`config.mk`:
```
export PLATFORM = sky130hd
export DESIGN_NAME = simplez_loader
export DESIGN_NICKNAME = d
export VERILOG_FILES = /design/src/rtl/simplez_loader_pkg.sv /design/src/rtl/simplez_loader_timeout.sv /design/src/rtl/simplez_loader.sv
export SDC_FILE = /design/constraint.sdc
export NUM_CORES = 1
export LEC_CHECK = 0
export CORE_ASPECT_RATIO = 1.25
export CORE_UTILIZATION = 51
export DETAILED_ROUTE_END_ITERATION = 8
export PLACE_DENSITY = 0.75
export SYNTH_ARGS = -nofsm -noshare
export SYNTH_HDL_FRONTEND = slang
export SYNTH_HIERARCHICAL = 1
export SYNTH_SLANG_ARGS = --single-unit
```
`constraint.sdc`:
```
create_clock -name clk -period 2.13 [get_ports clk]
set_input_delay 0.213 -clock clk [delete_from_list [all_inputs] [get_ports clk]]
set_output_delay 0.213 -clock clk [all_outputs]
set_load 0.01 [all_outputs]
```
`src/rtl/simplez_loader_pkg.sv`:
```
// Shared constants and state encoding for the Simplez boot loader.
// Frame: START, LEN_H, LEN_L, N x (HI, LO), CHK.
package simplez_loader_pkg;

  localparam logic [7:0] START   = 8'h53;
  localparam logic [7:0] ACK_OK  = 8'h4B;
  localparam logic [7:0] ACK_ERR = 8'h45;
  localparam int         MAX_WORDS = 512;

  typedef enum logic [3:0] {
    S_IDLE,
    S_RUN,
    S_LEN_H,
    S_LEN_L,
    S_DATA_H,
    S_DATA_L,
    S_CHK,
    S_ERR,
    S_ACK
  } state_t;

  function automatic logic len_ok(
    input logic [7:0] len_h,
    input logic [9:0] n
  );
    return (len_h[7:2] == 6'd0) && (n != 10'd0) &&
           (n <= 10'(MAX_WORDS));
  endfunction

endpackage

```
`src/rtl/simplez_loader_timeout.sv`:
```
// Restartable inter-byte watchdog for the boot loader.
// Pulses expire after TIMEOUT enabled cycles without a clear.
module loader_timeout #(
  parameter int unsigned TIMEOUT = 12_000_000,
  localparam int W = $clog2(TIMEOUT + 1)
) (
  input  logic clk,
  input  logic rst,
  input  logic clr,
  input  logic en,
  output logic expire
);

  logic [W-1:0] cnt;

  always_ff @(posedge clk) begin
    if (rst || clr || !en || cnt == '0)
      cnt <= W'(TIMEOUT - 1);
    else
      cnt <= cnt - 1'b1;
  end

  assign expire = en && !clr && (cnt == '0);

endmodule

```
`src/rtl/simplez_loader.sv`:
```
// Simplez boot loader: UART byte frames into program RAM,
// holding the cpu in reset until a frame passes its checksum.
module simplez_loader
  import simplez_loader_pkg::*;
#(
  parameter int unsigned TIMEOUT  = 12_000_000,
  parameter bit          BOOT_RUN = 1'b1
) (
  input  logic        clk,
  input  logic        rst,
  input  logic [7:0]  rx_data,
  input  logic        rx_valid,
  output logic [7:0]  tx_data,
  output logic        tx_start,
  input  logic        tx_ready,
  output logic [8:0]  mem_addr,
  output logic [11:0] mem_din,
  output logic        mem_we,
  output logic        cpu_rstn,
  output logic        busy,
  output logic        loaded,
  output logic        err
);

  state_t      state, nxt;
  logic [7:0]  sum;
  logic [7:0]  len_h;
  logic [9:0]  len;
  logic [9:0]  addr;
  logic [3:0]  hi;
  logic [9:0]  n;
  logic        in_frame;
  logic        expire;

  assign n = {len_h[1:0], rx_data};

  loader_timeout #(
    .TIMEOUT(TIMEOUT)
  ) u_timeout (
    .clk   (clk),
    .rst   (rst),
    .clr   (rx_valid),
    .en    (in_frame),
    .expire(expire)
  );

  always_ff @(posedge clk) begin
    if (rst)
      state <= BOOT_RUN ? S_RUN : S_IDLE;
    else
      state <= nxt;
  end

  always_comb begin
    nxt = state;
    unique case (state)
      S_IDLE, S_RUN:
        if (rx_valid && rx_data == START) nxt = S_LEN_H;
      S_LEN_H:
        if (rx_valid)    nxt = S_LEN_L;
        else if (expire) nxt = S_ERR;
      S_LEN_L:
        if (rx_valid)
          nxt = len_ok(len_h, n) ? S_DATA_H : S_ERR;
        else if (expire)
          nxt = S_ERR;
      S_DATA_H:
        if (rx_valid)    nxt = S_DATA_L;
        else if (expire) nxt = S_ERR;
      S_DATA_L:
        if (rx_valid)
          nxt = (addr + 10'd1 == len) ? S_CHK : S_DATA_H;
        else if (expire)
          nxt = S_ERR;
      S_CHK:
        if (rx_valid)
          nxt = (rx_data == sum) ? S_ACK : S_ERR;
        else if (expire)
          nxt = S_ERR;
      S_ERR:
        nxt = S_ACK;
      S_ACK:
        if (tx_ready)
          nxt = (tx_data == ACK_OK) ? S_RUN : S_IDLE;
      default:
        nxt = S_IDLE;
    endcase
  end

  always_comb begin
    busy     = !(state inside {S_IDLE, S_RUN});
    in_frame = state inside {S_LEN_H, S_LEN_L, S_DATA_H,
                             S_DATA_L, S_CHK};
  end

  // Datapath: the registered outputs and frame bookkeeping.
  always_ff @(posedge clk) begin
    if (rst) begin
      tx_data  <= 8'h00;
      tx_start <= 1'b0;
      mem_we   <= 1'b0;
      mem_addr <= 9'd0;
      mem_din  <= 12'd0;
      cpu_rstn <= BOOT_RUN;
      loaded   <= 1'b0;
      err      <= 1'b0;
      sum      <= 8'd0;
      len_h    <= 8'd0;
      len      <= 10'd0;
      addr     <= 10'd0;
      hi       <= 4'd0;
    end else begin
      tx_start <= 1'b0;
      mem_we   <= 1'b0;
      unique case (state)
        S_IDLE, S_RUN:
          if (rx_valid && rx_data == START) begin
            cpu_rstn <= 1'b0;
            loaded   <= 1'b0;
            err      <= 1'b0;
            sum      <= 8'd0;
            addr     <= 10'd0;
          end
        S_LEN_H:
          if (rx_valid) begin
            len_h <= rx_data;
            sum   <= sum + rx_data;
          end
        S_LEN_L:
          if (rx_valid) begin
            len <= n;
            sum <= sum + rx_data;
          end
        S_DATA_H:
          if (rx_valid) begin
            hi  <= rx_data[3:0];
            sum <= sum + rx_data;
          end
        S_DATA_L:
          if (rx_valid) begin
            mem_we   <= 1'b1;
            mem_addr <= addr[8:0];
            mem_din  <= {hi, rx_data};
            addr     <= addr + 10'd1;
            sum      <= sum + rx_data;
          end
        S_CHK:
          if (rx_valid && rx_data == sum) tx_data <= ACK_OK;
        S_ERR:
          tx_data <= ACK_ERR;
        S_ACK:
          if (tx_ready) begin
            tx_start <= 1'b1;
            if (tx_data == ACK_OK) begin
              loaded   <= 1'b1;
              cpu_rstn <= 1'b1;
            end else begin
              err <= 1'b1;
            end
          end
        default: ;
      endcase
    end
  end

endmodule

```
## Word level (Yosys, flattened, before mapping)

Cells that the tools add are included.

- Word-level logic and storage cells: 106
- Bits in latches: 0
- Output and inout port bits: 35
- RAM bits: 0
- Bits in read-only memories: 0
- Flip-flop bits (word level): 102
- Memories kept: 0
- Input port bits: 12

- Reduce and logical (&&, ||, !) cells: 36
- $lt $le $gt $ge: 1
- $mul: 0
- Shifts and indexed selects: 0
- Bitwise operators: 2
- Div/mod/pow operators: 0
- Eq/ne operators: 19
- Muxes and demuxes: 30
- Add/sub/neg operators: 3

Operator list:

| kind | number |
|---|---|
| $mux 4 | 9 |
| $pmux 4 s8 | 1 |
| $pmux 8 s2 | 2 |
| $logic_not 24->1 | 1 |
| $mux 8 | 3 |
| $sub 24x1->24 const B | 1 |
| $mux 10 | 2 |
| $pmux 10 s2 | 1 |
| $eq 4x3->1 const B | 4 |
| $eq 8x7->1 const B | 2 |
| $reduce_and 2->1 | 6 |
| $add 10x1->10 const B | 1 |
| $eq 10x10->1 | 1 |
| $le 10x10->1 const B | 1 |
| $ne 2x2->1 const B | 5 |
| $reduce_bool 10->1 | 1 |
| $reduce_bool 2->1 | 5 |
| $add 8x8->8 | 1 |
| $eq 4x2->1 const B | 2 |
| $eq 8x8->1 | 1 |
| $mux 1 | 8 |
| $reduce_and 4->1 | 2 |
| $logic_and 1x1->1 | 6 |
| $logic_not 6->1 | 1 |
| 13 further kinds | 24 |

## Logic depth before layout (Yosys ltp)

Gate-level depths: netlist (run 1).

- Depth after elaboration: 7
- Depth in mapped cells: 10
- Gate-level depth less buffers: 10

## By module

The synthesis (run 1) kept the hierarchy.

Modules (own cells, without submodules):

| module | sequential area each (µm²) | instances | area an instance (µm²) | cells an instance |
|---|---|---|---|---|
| simplez_loader | 1,461.4 | 1 | 3,653.5 | 455 |
| loader_timeout | 480.5 | 1 | 1,098.6 | 121 |

## Worst setup path before layout (run 1)

No wires, ideal clock.

- Path type: register -> register
- Start point: reg u_timeout.cnt[9]
- End point: reg state[1]
- Clock period less this slack: 2.222 ns
- Path slack: -0.092 ns
- Library setup time: 0.074 ns
- Required time: 2.056 ns
- Buffers on the path: 1
- Arrival time: 2.147 ns
- Stages on the path, launching flop included: 10
- Cell sequence: dfxtp_1 -> nor4_1 -> nand2_1 -> buf_2 -> nor4_1 -> nor2_1 -> o31a_1 -> o22ai_1 -> nand3b_1 -> a31oi_1

- Word-level cells in the longest chain between the ends: 5
- Elaborated cells between the ends (all ways): 9
- Those cells by class: mux (7); reduce/logical (2)

Ends and longest elaborated chain:

| what | line | source |
|---|---|---|
| from (decl) | simplez_loader_timeout.sv:14 | `logic [W-1:0] cnt;` |
| from (signal assigned) | simplez_loader_timeout.sv:18 | `cnt <= W'(TIMEOUT - 1);` |
| from (signal assigned) | simplez_loader_timeout.sv:20 | `cnt <= cnt - 1'b1;` |
| $logic_not 24->1 * | simplez_loader_timeout.sv:23 | `assign expire = en && !clr && (cnt == '0);` |
| $logic_and 1x1->1 * | simplez_loader_timeout.sv:23 |  |
| via expire | simplez_loader.sv:33 | `logic expire;` |
| $mux 4 * | n/a |  |
| $mux 4 (on tied branches) | n/a |  |
| $pmux 4 s8 * | n/a |  |
| to (signal assigned) | simplez_loader.sv:49 | `state <= BOOT_RUN ? S_RUN : S_IDLE;` |
| to (signal assigned) | simplez_loader.sv:51 | `state <= nxt;` |
| to (decl) | simplez_loader.sv:25 | `state_t state, nxt;` |

The timed path passes the listed nets; every way through them passes the cells marked *.
A chain may end at the register's enable or synchronous reset.

## Final worst setup path (run 1)

- Start point: in rx_data[0]
- End point: reg sum[6]

- Word-level cells in the longest chain between the ends: 4
- Elaborated cells between the ends (all ways): 7
- Those cells by class: add/sub (1); eq/ne (2); mux (2); reduce/logical (2)

Ends and longest elaborated chain:

| what | line | source |
|---|---|---|
| from (decl) | simplez_loader.sv:11 | `input logic [7:0] rx_data,` |
| parallel branches: the longest is 4 deep, another holds $add 8x8->8 | n/a |  |
| to (signal assigned) | simplez_loader.sv:127 | `sum <= sum + rx_data;` |
| to (signal assigned) | simplez_loader.sv:132 | `sum <= sum + rx_data;` |
| to (signal assigned) | simplez_loader.sv:137 | `sum <= sum + rx_data;` |
| to (decl) | simplez_loader.sv:26 | `logic [7:0] sum;` |

Parallel ways; which one is timed is not known. The select of a mux whose other input is x is not followed.

==> results of run 1 <==
## critical path: stages
cell             delay (ns)
clkdlybuf4s50_1        0.47
ha_1                   0.26
fa_1                   0.40
a21o_1                 0.20
a21oi_1                0.20
o21ai_0                0.15
xnor2_1                0.15
o31ai_1                0.20
## state kept, by name, indices dropped and copies added, names as in the netlist
name / count
u_timeout/cnt: 24
mem_din: 12
addr: 10
len: 10
mem_addr: 9
len_h: 8
sum: 8
hi: 4
state: 4
tx_data: 3
cpu_rstn: 1
err: 1
loaded: 1
mem_we: 1
tx_start: 1
## area by class of cell
class | instances | area share (%)
clock inverters | 6 | 1.55
clock buffers | 10 | 3.88
inverters | 12 | 0.763
multi-input cells | 429 | 44.7
repair buffers | 91 | 13.5
well taps | 123 | 2.61
flip-flops and latches | 97 | 33.0
## synthesized netlist by cell type (all sizes together) (3+ instances only)
| master | instances | area, µm² |
|---|---|---|
| nand4 | 6 | 37.5 |
| dfxtp | 97 | 1940 |
| nor4 | 10 | 83.8 |
| o21bai | 4 | 30.0 |
| nor3 | 11 | 71.3 |
| nor2 | 35 | 131 |
| a21o | 3 | 22.5 |
| nand3b | 3 | 22.5 |
| a21oi | 61 | 309 |
| xor2 | 14 | 123 |
| nand2b | 4 | 25.0 |
| a211oi | 3 | 22.5 |
| nand2 | 88 | 330 |
| o211ai | 4 | 30.0 |
| or4 | 13 | 101 |
| o21a | 4 | 31.3 |
| ha | 10 | 125 |
| mux2i | 9 | 90.1 |
| inv | 12 | 45.0 |
| o21ai | 19 | 95.1 |
| a31oi | 10 | 62.6 |
| or3 | 10 | 67.6 |
| nand3 | 38 | 190 |
| and2 | 5 | 31.3 |
| o31ai | 11 | 82.6 |
| buf | 21 | 118 |
| xnor2 | 14 | 123 |
| clkbuf | 19 | 71.3 |
| and3 | 4 | 25.0 |
## routing by layer
| layer | share of wire (%) | wire length, µm | global-route usage (%) | vias up |
|---|---|---|---|---|
| li1 | - | - | - | 2168 |
| met1 | 41 | 4710 | 27.8 | 2083 |
| met3 | 3.8 | 438 | 4.20 | 24 |
| met4 | 2.5 | 290 | 13.5 | 0 |
| met2 | 53 | 6140 | 44.9 | 99 |
| met5 | 0 | 0 | 0 | - |
## kinds of logic (layout without fill, tap and decap cells)
| family | Yosys count | in the layout | synth area share (%) |
|---|---|---|---|
| and+or+nand+nor | 244 | 244 | 26.7 |
| AOI/OAI and AO/OA | 132 | 132 | 16.9 |
| DFF | 97 | 97 | 40.9 |
| buffers and inverters | 52 | 119 | 4.92 |
| xor gates and xnor gates | 28 | 28 | 5.16 |
| adders and majority gates | 11 | 11 | 3.05 |
| muxes | 11 | 11 | 2.37 |
| other | 1 | 3 | 0.0789 |
## power by group
group | internal, mW | switching (mW)
Clock | 1.04 | 0.698
Sequential | 1.84 | 0.0283
Combinational | 0.176 | 0.230
Total | 3.05 | 0.956
## worst max path at each step
stage	endpoint	cells after the start	slack [ns]
final	sum[6]	8	0.13
after global routing	state[1]	9	-0.001
after CTS	state[1]	10	0.04
after floorplan	state[1]	9	0.03
after global placement	sum[7]	6	-0.10
after detailed placement	sum[6]	8	-0.15
## repair_timing
item / in CTS / in global routing
resized for setup: 0 / 12
buffers inserted: 0 / 1
endpoints found under the setup margin: 0 / 2
==> impl_results.md, run 1 <==
* Syn Inst Count at 576
* Drt pass-1 iters at 5
* CP Data Arrival Time at 2.25 ns
* Initial Utilization at 52.4%
* Clock Latency Late Sink at 0.34 ns
* Clock Pin Slew Worst Setup and Hold Paths at 0.07 ns
* Worst hold start: rst
* Post-synthesis sequential area ratio at 40.9%
* GP Congestion at 0.873
* Slew Limit Fails at 0
* Multi-input logic area at 2640 µm²
* Root Driver: clkbuf_16
* Layout Utilization at 65.1%
* H-Tree Depth at 3
* FP Rows at 39
* Commonest non-fill, non-tap cell in the layout: dfxtp_1
* Inserted Clock Buffers at 9
* Fin crit period at 2.00 ns
* N_diodes at 0
* Die W at 88.3 µm
* Final Non-Filler Cells at 768
* CTS Sinks at 97
* DRT antenna net count at 0
* Core Region at 9080 µm²
* Final Instance Area at 5900 µm²
* Total gr overflow at 0
* Drc violations at 0
* Critical path capture point type: flop
* Vias at 4374
* Largest net degree at the start of global routing at 52
* Final hold viol count at 0
* Crit path launch: rx_data[0]
* Tot GR Track Use at 25.0%
* PD cells at 678 nW/µm²
* Post-CTS Hold Fix Bufs at 0
* Post-synth EDFFs at 0
* Post-synth ARST share at 0%
* Share of cells above drive strength 1 at 14.3%
* Max Clk Rate at 501 MHz
* Normalized max-slew margin at 54.1%
* Reg2reg end: state[1]
* Placed insts at 751
* Placed cell area at 5520 µm²
* CTS tree: done
* First-pass GRT wire length at 18900 µm
* Buffers on Ports at 43
* R2R Setup Slk at 0.18 ns
* Leak at 2.12 nW
* Reg-to-Reg Start: u_timeout/cnt[8]
* MaxCap Viol Count at 0
* Final worst-path cycle share at 93.8%
* Seq cells post-synth at 97
* Largest vdd supply drop at 0.000410 V
* FF-to-FF path depth at 9
* Die height at 110 µm
* Critical path class: input port to flop
* Mapped Area at 4750 µm²
* CP Data Required Time at 2.38 ns
* Drt total wl at 11600 µm
* HP Class: input port to flop
* Syn. warnings at 6
* HPWL Detailed at 8330 µm
* Initial antenna violation count at 0
* Startpoint types: input port
* Final setup vio count at 0
* Setup ws final at 0.133 ns
* Setup Total Neg Slack at 0 ns
* Yosys cell types at 67
* Wire per inst at 15.1 µm
* Worst hold endpoint: sum[7]
* Fillers at 773
* Total power at 4.01 mW
* Bufs on Longest Clock Path at 2
* DR iter-0 viols at 161
* Slew @ Worst Pin at 0.687 ns
* Hold slack at 0.253 ns
* Mean Syn Cell Area at 8.25 µm²
* Worst-path maximum fanout at 2
* Status: finished, final reports clean
* Vias in the first global route at 4137
* Clock skew at 0.00546 ns
* Synth Flop Type: dfxtp_1
* Flip-flop and latch area at 1950 µm²
* Pre-CTS setup slack at -0.148 ns
* Area growth syn-to-layout at 24.2%
* # IOs at 47
* Hold path cells at 3
* Via density at 5.70
* Most frequent cells in the layout: 92 x dfxtp_1, 88 x nand2_1, 60 x a21oi_1
* Total die area at 9710 µm²
* Layout Nets at 663
No activity file was read; power rests on OpenSTA's default activity.
==> run 2: changes to the inputs <==
SKIP_LAST_GASP = 1   (was not set)
==> results of run 2 <==
The final DEF is identical to that of run 1; final timing and power are the same.
